--- config.mk ---
export PLATFORM = sky130hd
export DESIGN_NAME = score_display_driver
export DESIGN_NICKNAME = d
export VERILOG_FILES = /design/src/rtl/tetris_pkg.sv /design/src/rtl/bin2bcd_seq.sv /design/src/rtl/score_display_driver.sv
export SDC_FILE = /design/constraint.sdc
export NUM_CORES = 1
export LEC_CHECK = 0
export CAP_MARGIN = 10
export CORE_ASPECT_RATIO = 0.8
export CORE_MARGIN = 4
export CORE_UTILIZATION = 35
export DETAILED_ROUTE_END_ITERATION = 7
export PLACE_DENSITY = 0.61
export SLEW_MARGIN = 20
export SYNTH_ARGS = -nofsm -noshare
export SYNTH_HDL_FRONTEND = slang
export SYNTH_SLANG_ARGS = --single-unit
--- constraint.sdc ---
create_clock -name clk -period 2.7 [get_ports clk]
set_input_delay 0.27 -clock clk [delete_from_list [all_inputs] [get_ports clk]]
set_output_delay 0.27 -clock clk [all_outputs]
set_load 0.02 [all_outputs]
--- src/rtl/tetris_pkg.sv ---
// rtl/tetris_pkg.sv - shared types, constants and 7-segment table for the score display
package tetris_pkg;

  typedef enum logic [1:0] {
    ST_IDLE,
    ST_SHIFT,
    ST_COMMIT
  } conv_state_t;

  localparam logic [13:0] SCORE_MAX = 14'd9999;
  localparam logic [6:0]  SEG_BLANK = 7'h7F;

  // Segment order {g,f,e,d,c,b,a}, active-low.
  function automatic logic [6:0] seg_code(input logic [3:0] digit);
    case (digit)
      4'd0:    seg_code = 7'b1000000;
      4'd1:    seg_code = 7'b1111001;
      4'd2:    seg_code = 7'b0100100;
      4'd3:    seg_code = 7'b0110000;
      4'd4:    seg_code = 7'b0011001;
      4'd5:    seg_code = 7'b0010010;
      4'd6:    seg_code = 7'b0000010;
      4'd7:    seg_code = 7'b1111000;
      4'd8:    seg_code = 7'b0000000;
      4'd9:    seg_code = 7'b0010000;
      default: seg_code = SEG_BLANK;
    endcase
  endfunction

endpackage

--- src/rtl/bin2bcd_seq.sv ---
// rtl/bin2bcd_seq.sv - sequential 14-bit binary to 4-digit BCD converter (shift-add-3)
module bin2bcd_seq
  import tetris_pkg::*;
(
  input  logic        clk,
  input  logic        rst_n,
  input  logic        start,
  input  logic [13:0] bin,
  output logic        busy,
  output logic        done,
  output logic [15:0] bcd
);

  conv_state_t state;
  logic [3:0]  cnt;
  logic [13:0] sr;
  logic [15:0] acc;
  logic [15:0] adj;

  // Add 3 to any BCD nibble >= 5 before it is doubled by the shift.
  always_comb begin
    adj = acc;
    for (int i = 0; i < 4; i++) begin
      if (acc[i*4 +: 4] >= 4'd5) adj[i*4 +: 4] = acc[i*4 +: 4] + 4'd3;
    end
  end

  always_ff @(posedge clk or negedge rst_n) begin
    if (!rst_n) begin
      state <= ST_IDLE;
      cnt   <= '0;
      sr    <= '0;
      acc   <= '0;
      busy  <= 1'b0;
      done  <= 1'b0;
    end else begin
      case (state)
        ST_IDLE: begin
          if (start) begin
            sr    <= bin;
            acc   <= '0;
            cnt   <= '0;
            busy  <= 1'b1;
            state <= ST_SHIFT;
          end
        end
        ST_SHIFT: begin
          acc <= {adj[14:0], sr[13]};
          sr  <= {sr[12:0], 1'b0};
          cnt <= cnt + 4'd1;
          if (cnt == 4'd13) begin
            done  <= 1'b1;
            state <= ST_COMMIT;
          end
        end
        ST_COMMIT: begin
          busy  <= 1'b0;
          done  <= 1'b0;
          state <= ST_IDLE;
        end
        default: begin
          busy  <= 1'b0;
          done  <= 1'b0;
          state <= ST_IDLE;
        end
      endcase
    end
  end

  assign bcd = acc;

endmodule

--- src/rtl/score_display_driver.sv ---
// rtl/score_display_driver.sv - 4-digit multiplexed 7-segment score display with blink
module score_display_driver
  import tetris_pkg::*;
#(
  parameter int DIGIT_PERIOD = 100_000,
  parameter int BLINK_PERIOD = 25_000_000
) (
  input  logic        clk,
  input  logic        rst_n,
  input  logic [13:0] score,
  input  logic        score_valid,
  input  logic        win,
  output logic [6:0]  seg,
  output logic [3:0]  an,
  output logic        dp,
  output logic        busy
);

  localparam int RW = (DIGIT_PERIOD > 2) ? $clog2(DIGIT_PERIOD) : 1;
  localparam int BW = (BLINK_PERIOD > 2) ? $clog2(BLINK_PERIOD) : 1;

  logic          pend_valid;
  logic [13:0]   pend_value;
  logic          conv_start;
  logic          conv_busy;
  logic          conv_done;
  logic [15:0]   conv_bcd;
  logic [15:0]   disp;
  logic [RW-1:0] refresh_cnt;
  logic [1:0]    digit_idx;
  logic [BW-1:0] blink_cnt;
  logic          blink_off;
  logic [3:0]    show;
  logic [3:0]    cur_digit;

  // The pending slot doubles as the launch register, so a strobe in any
  // converter state (including COMMIT) is kept and the latest one wins.
  assign conv_start = pend_valid && !conv_busy;
  assign busy       = pend_valid || conv_busy;
  assign dp         = 1'b1;

  always_ff @(posedge clk or negedge rst_n) begin
    if (!rst_n) begin
      pend_valid <= 1'b0;
      pend_value <= '0;
    end else if (score_valid) begin
      pend_valid <= 1'b1;
      pend_value <= (score > SCORE_MAX) ? SCORE_MAX : score;
    end else if (conv_start) begin
      pend_valid <= 1'b0;
    end
  end

  bin2bcd_seq u_bin2bcd (
    .clk   (clk),
    .rst_n (rst_n),
    .start (conv_start),
    .bin   (pend_value),
    .busy  (conv_busy),
    .done  (conv_done),
    .bcd   (conv_bcd)
  );

  always_ff @(posedge clk or negedge rst_n) begin
    if (!rst_n)         disp <= '0;
    else if (conv_done) disp <= conv_bcd;
  end

  always_ff @(posedge clk or negedge rst_n) begin
    if (!rst_n) begin
      refresh_cnt <= '0;
      digit_idx   <= '0;
    end else if (refresh_cnt == RW'(DIGIT_PERIOD - 1)) begin
      refresh_cnt <= '0;
      digit_idx   <= digit_idx + 2'd1;
    end else begin
      refresh_cnt <= refresh_cnt + 1'b1;
    end
  end

  always_ff @(posedge clk or negedge rst_n) begin
    if (!rst_n) begin
      blink_cnt <= '0;
      blink_off <= 1'b0;
    end else if (!win) begin
      blink_cnt <= '0;
      blink_off <= 1'b0;
    end else if (blink_cnt == BW'(BLINK_PERIOD - 1)) begin
      blink_cnt <= '0;
      blink_off <= ~blink_off;
    end else begin
      blink_cnt <= blink_cnt + 1'b1;
    end
  end

  // A digit is lit if it or any more-significant digit is nonzero; ones always lit.
  assign show[3]   = (disp[15:12] != 4'd0);
  assign show[2]   = show[3] || (disp[11:8] != 4'd0);
  assign show[1]   = show[2] || (disp[7:4] != 4'd0);
  assign show[0]   = 1'b1;
  assign cur_digit = disp[digit_idx*4 +: 4];

  always_ff @(posedge clk or negedge rst_n) begin
    if (!rst_n) begin
      seg <= SEG_BLANK;
      an  <= 4'hF;
    end else if (blink_off || !show[digit_idx]) begin
      seg <= SEG_BLANK;
      an  <= 4'hF;
    end else begin
      seg <= seg_code(cur_digit);
      an  <= ~(4'b0001 << digit_idx);
    end
  end

endmodule

Yosys cells after proc, flatten, opt, wreduce, memory -nomap -nowiden
Memories as Yosys holds them, arrays and structs flattened.
Cells that the tools add are included.
{"block": "classes", "addsub": 8, "magnitude_cmp": 6, "n_eq_ne": 7, "n_shift": 2, "muxes": 29, "n_bitwise": 4, "reduce_logical": 17}
{"cell": "2-to-1 mux 25 bit", "n": 2}
{"cell": "one-hot mux 16 bit (2 select lines)", "n": 1}
{"cell": "2-to-1 mux 14 bit", "n": 2}
{"cell": "one-hot mux 14 bit (2 select lines)", "n": 1}
{"cell": "adder 25 x 1 -> 25 bit, second input constant", "n": 1}
{"cell": "equality test 25 bit, second input constant", "n": 1}
{"cell": "2-to-1 mux 4 bit", "n": 5}
{"cell": "adder 17 x 1 -> 17 bit, second input constant", "n": 1}
{"cell": "equality test 17 bit, second input constant", "n": 1}
{"cell": "2-to-1 mux 17 bit", "n": 1}
{"cell": "greater-or-equal comparator 4 x 3 -> 1 bit, second input constant", "n": 4}
{"cell": "2-to-1 mux 16 bit", "n": 1}
{"cell": "indexed part select 16 x 5 -> 4 bit", "n": 1}
{"cell": "> comparator 14 bit, second input constant", "n": 1}
{"cell": "adder 4 x 2 -> 4 bit, second input constant", "n": 3}
{"cell": "nonzero test 4 bit", "n": 3}
{"cell": "one-hot mux 4 bit (2 select lines)", "n": 1}
{"cell": "AND reduction 2 bit", "n": 4}
{"cell": "2-to-1 mux 1 bit", "n": 7}
{"cell": "2-to-1 mux 7 bit", "n": 1}
{"cell": "adder 4 x 1 -> 4 bit, second input constant", "n": 1}
{"cell": "equality test 4 bit, second input constant", "n": 1}
{"cell": "logical OR 1 bit", "n": 4}
{"cell": "2-to-1 mux 2 bit", "n": 2}
{"cell": "other kinds (17)", "n": 23}
{"block": "word_totals", "ff_bits": 125, "romBits": 112, "input_bits": 18, "out_inout_bits": 13, "elab_cells": 89, "n_memories": 1}
{"name": "(no name shown)", "depth": 16, "width": 7, "rd": 1, "rd_clocked_by_memory_dff": 0, "write_ports": 0, "line_no": "tetris_pkg.sv:15", "text": "case (digit)"}

Depth between registers and ports, before layout
{"block": "logic_depth", "ltp_word": 8, "mapped_depth": 8, "ltp_nobuf": 7}

Cells and area by module
From an unflattened synthesis, not the netlist that was laid out.
{"block": "unflattened", "cells_unflattened": 572, "area_unflattened_um2": 6213.5}
{"mod": "score_display_driver", "n_inst": 1, "cells_each": 363, "area_per_inst_um2": 4088.9, "seq_area_each_um2": 2190.9}
{"mod": "bin2bcd_seq", "n_inst": 1, "cells_each": 209, "area_per_inst_um2": 2124.5, "seq_area_each_um2": 950.9}

Least setup slack after synthesis
Ideal clock, no wire load.
{"block": "synth_timing", "path_kind": "flip-flop to flip-flop", "startpoint": "register blink_cnt[0]", "endpoint": "register blink_cnt[18]", "setup_time_ns": 0.073, "arrival_ns": 1.849, "required_time_ns": 2.627, "path_slack_ns": 0.778, "stages_incl_launch_ff": 7, "n_path_buf": 1, "synth_period_minus_slack_ns": 1.922, "path_cell_list": "dfrtp_1 ha_1 nand4_1 or3_1 buf_2 or4_4 a21oi_2"}
{"block": "synth_between", "elab_chain_len": 3, "word_cells_on_any_way": 4, "classes_between": "add/sub: 1; eq/ne: 1; mux: 2"}
{"item": "start: declaration", "line_no": "score_display_driver.sv:31", "text": "logic [BW-1:0] blink_cnt;"}
{"item": "start signal: assignment", "line_no": "score_display_driver.sv:92", "text": "blink_cnt <= blink_cnt + 1'b1;"}
{"item": "adder 25 x 1 -> 25 bit / equality test 25 bit (equally long branches)", "line_no": "score_display_driver.sv:92, score_display_driver.sv:88"}
{"item": "2-to-1 mux 25 bit (*)", "line_no": "score_display_driver.sv:88", "text": "end else if (blink_cnt == BW'(BLINK_PERIOD - 1)) begin"}
{"item": "2-to-1 mux 25 bit (*)", "line_no": "score_display_driver.sv:85", "text": "end else if (!win) begin"}
Mark *: on every way between the ends. The rest lies on a longest branch, timed or not.
A chain may end at the register's enable or synchronous reset.

Worst setup path in the final report
{"block": "layout_timing", "startpoint": "register blink_cnt[0]", "endpoint": "register blink_cnt[24]"}
Same word-level chain as after synthesis.

==> metrics <==
placeable core area=0.0165 mm²; Residual DRC=0; global-route wire length before repair=20200 µm; Synth Net Count=582; count of antenna diodes in the layout=0; height of the chip=124 µm; Detail Placement HPWL=7930 µm; count of cell types in the netlist=54; clk buf depth=2; number of antenna violations at the first check in global routing=0; worst skew pair latency=0.41 ns; pin count of the biggest net entering global routing=64; count of flip-flops with a built-in enable after synthesis=0; flip-flop cell with the highest count after synthesis=dfrtp_1; launching instance or port of the critical path=blink_cnt[0]; Routed wire per std cell=14.4 µm; Yosys warning total=0; synthesized instance count=543; number of global-route vias before repair=4197; initial core utilization=0.356; num rows=42; vias per inst=5.13; power per cell area=990 mW/mm²; synth top area cells=dfrtp_1 (49%), dfstp_2 (4.9%), ha_1 (4.5%); kind of start point of the critical path=register; clock period minus worst slack=2.13 ns; Syn Std Cell Area=0.00587 mm²; number of failing hold endpoints at the final stage=0; die footprint=0.0189 mm²; sequential cell area fraction in the yosys report=0.535; Max IR drop VDD=0.000397 V; clock buffers created by TritonCTS=17; setup-violating endpoint count in the final report=0; GR Overflow Total=0; Die W=153 µm; dominant cell type by area after synthesis=dfrtp_1; required time worst endpoint=3.04 ns; worst-case headroom to the max-slew limit=0.467; worst r2r src=blink_cnt[0]; worst path arrival time=2.46 ns; Final Power=6.96 mW; drt first pass iters=4; root buffer cell=clkbuf_16; Max Freq=470 MHz; wire length after detailed routing=11700 µm; worst slew pin tran=0.800 ns; mean area per synthesized cell=10.8 µm²; global-route usage over all layers=0.131; first-iteration detailed-routing DRC count=239; post-synth top area share=0.486; Max-Cap Viols=0; number of pins exceeding their max-slew limit in the final report=0; total via count in the routed design=4153; sum of negative setup slack=0 ns; kind of critical path=reg -> reg; Nets=616; unrepaired setup endpoints after global routing=no; proportion of register bits with asynchronous set or reset after synthesis=1.00; count of state elements after synthesis=125; Clock Sinks=125; share of final-layout standard cells stronger than drive strength 1=0.134; worst min-delay path category=in -> reg; remaining antenna violation count after routing=0; final cycle utilization of the critical path=0.788; static leakage power=2.99 nW; min-delay src=score[5]; number of levels in the clock H-tree=4; clock tree from TritonCTS=done; critical path capture point type=register; quantity of I/O buffers inserted on ports=29; number of cells in the design after placement=777; layout overhead on the synthesized area=19.8%; critical path peak fanout=10; GP Congestion=0.813; final worst clock skew=0.0106 ns; status=finished, final reports clean; post-route non-filler standard cell count=809; Clock transition at path regs=0.06 ns; Top-Level Pins=31
-- layer usage --
metal	global-route usage	share of wire	wire length, µm
met1	0.173	0.49	5710
met2	0.210	0.46	5340
met3	0.0271	0.036	417
met4	0.0612	0.017	202
met5	0	0	0
-- registers in the layout (all words and copies together), names as in the netlist --
name / flops
blink_cnt: 25
refresh_cnt: 17
disp: 16
u_bin2bcd.bcd: 16
pend_value: 14
u_bin2bcd.sr: 14
seg: 7
an: 4
u_bin2bcd.cnt: 4
digit_idx: 2
u_bin2bcd.state: 2
blink_off: 1
pend_valid: 1
u_bin2bcd.busy: 1
u_bin2bcd.done: 1
-- cells in the final DEF, fill, tap and decap left out, types with 10 or more instances in the layout --
cell               n
clkdlybuf4s50_1   28
ha_1              21
xnor2_1           21
o21ai_0           20
nor2_1            60
nand4_1           11
o31ai_1           11
clkbuf_16         17
buf_4             10
o22ai_1           25
mux2_2            19
a21oi_1           18
nand2_1           23
dfrtp_1          114
xor2_1            14
dfstp_2           11
inv_1             33
nand3_1           17
-- cells by family after synthesis --
| family | count (synthesis) | share of synthesized area |
|---|---|---|
| simple gates | 173 | 0.154 |
| flops | 125 | 0.535 |
| compound gates | 103 | 0.115 |
| buf+inv | 58 | 0.0396 |
| xor+xnor | 35 | 0.0522 |
| mux | 27 | 0.0588 |
| fa+ha+maj | 21 | 0.0447 |
| other cells | 1 | 0.000639 |
-- synthesized netlist by cell type (all sizes together), types with 8 or more instances --
master,n
a21oi,19
buf,8
clkbuf,17
dfrtp,114
dfstp,11
ha,21
inv,33
mux2,20
nand2,23
nand3,19
nand4,11
nor2,60
o21ai,23
o22ai,25
o31ai,12
or3,9
or4,8
xnor2,21
xor2,14
-- critical path: stages (launching register included) --
cell     delay, ns
dfrtp_1       0.38
ha_1          0.26
nand4_1       0.23
or3_1         0.52
or4_1         0.51
a21oi_1       0.16
-- report_power, final --
part | total [mW] | switching [mW] | internal (mW)
combinational | 1.88 | 0.984 | 0.891
clock | 2.37 | 0.782 | 1.59
sequential | 2.72 | 0.366 | 2.35
-- path summary, 6_finish.rpt --
kind	end	slack, ns	cells after the start
worst max-delay path	blink_cnt[24]	0.57	5
worst min-delay path	pend_value[5]	0.43	3
worst max register to register	blink_cnt[24]	0.57	5
worst min register to register	blink_cnt[0]	0.48	1
max in group asynchronous	refresh_cnt[15]	1.42	3
min in group asynchronous	disp[2]	0.50	2
-- through the flow --
stage / setup slack (ns) / util / hold WS [ns] / cell area, µm²
after floorplan: 0.778 / - / -0.0256 / 5870
after global placement: 0.656 / 0.389 / 0.400 / 6410
after detailed placement: 0.624 / 0.389 / 0.419 / 6410
after CTS: 0.594 / 0.426 / 0.422 / 7030
after global routing: 0.362 / 0.426 / 0.456 / 7030
final: 0.572 / 0.426 / 0.431 / 7030
-- final cells by class --
| cell class | count | area (µm²) |
|---|---|---|
| Sequential cell | 125 | 3140 |
| Fill cell | 1538 | 9470 |
| Timing Repair Buffer | 40 | 385 |
| Clock inverter | 6 | 134 |
| Multi-Input combinational cell | 360 | 2500 |
| Inverter | 33 | 124 |
| Clock buffer | 25 | 475 |
| Tap cell | 220 | 275 |
-- repair_timing --
item	CTS	global route
hold buffers	1	0
hold endpoints to repair	50	0
resized for setup	0	0
setup buffers	0	0
Note: power is estimated with default switching activity, not from simulation.
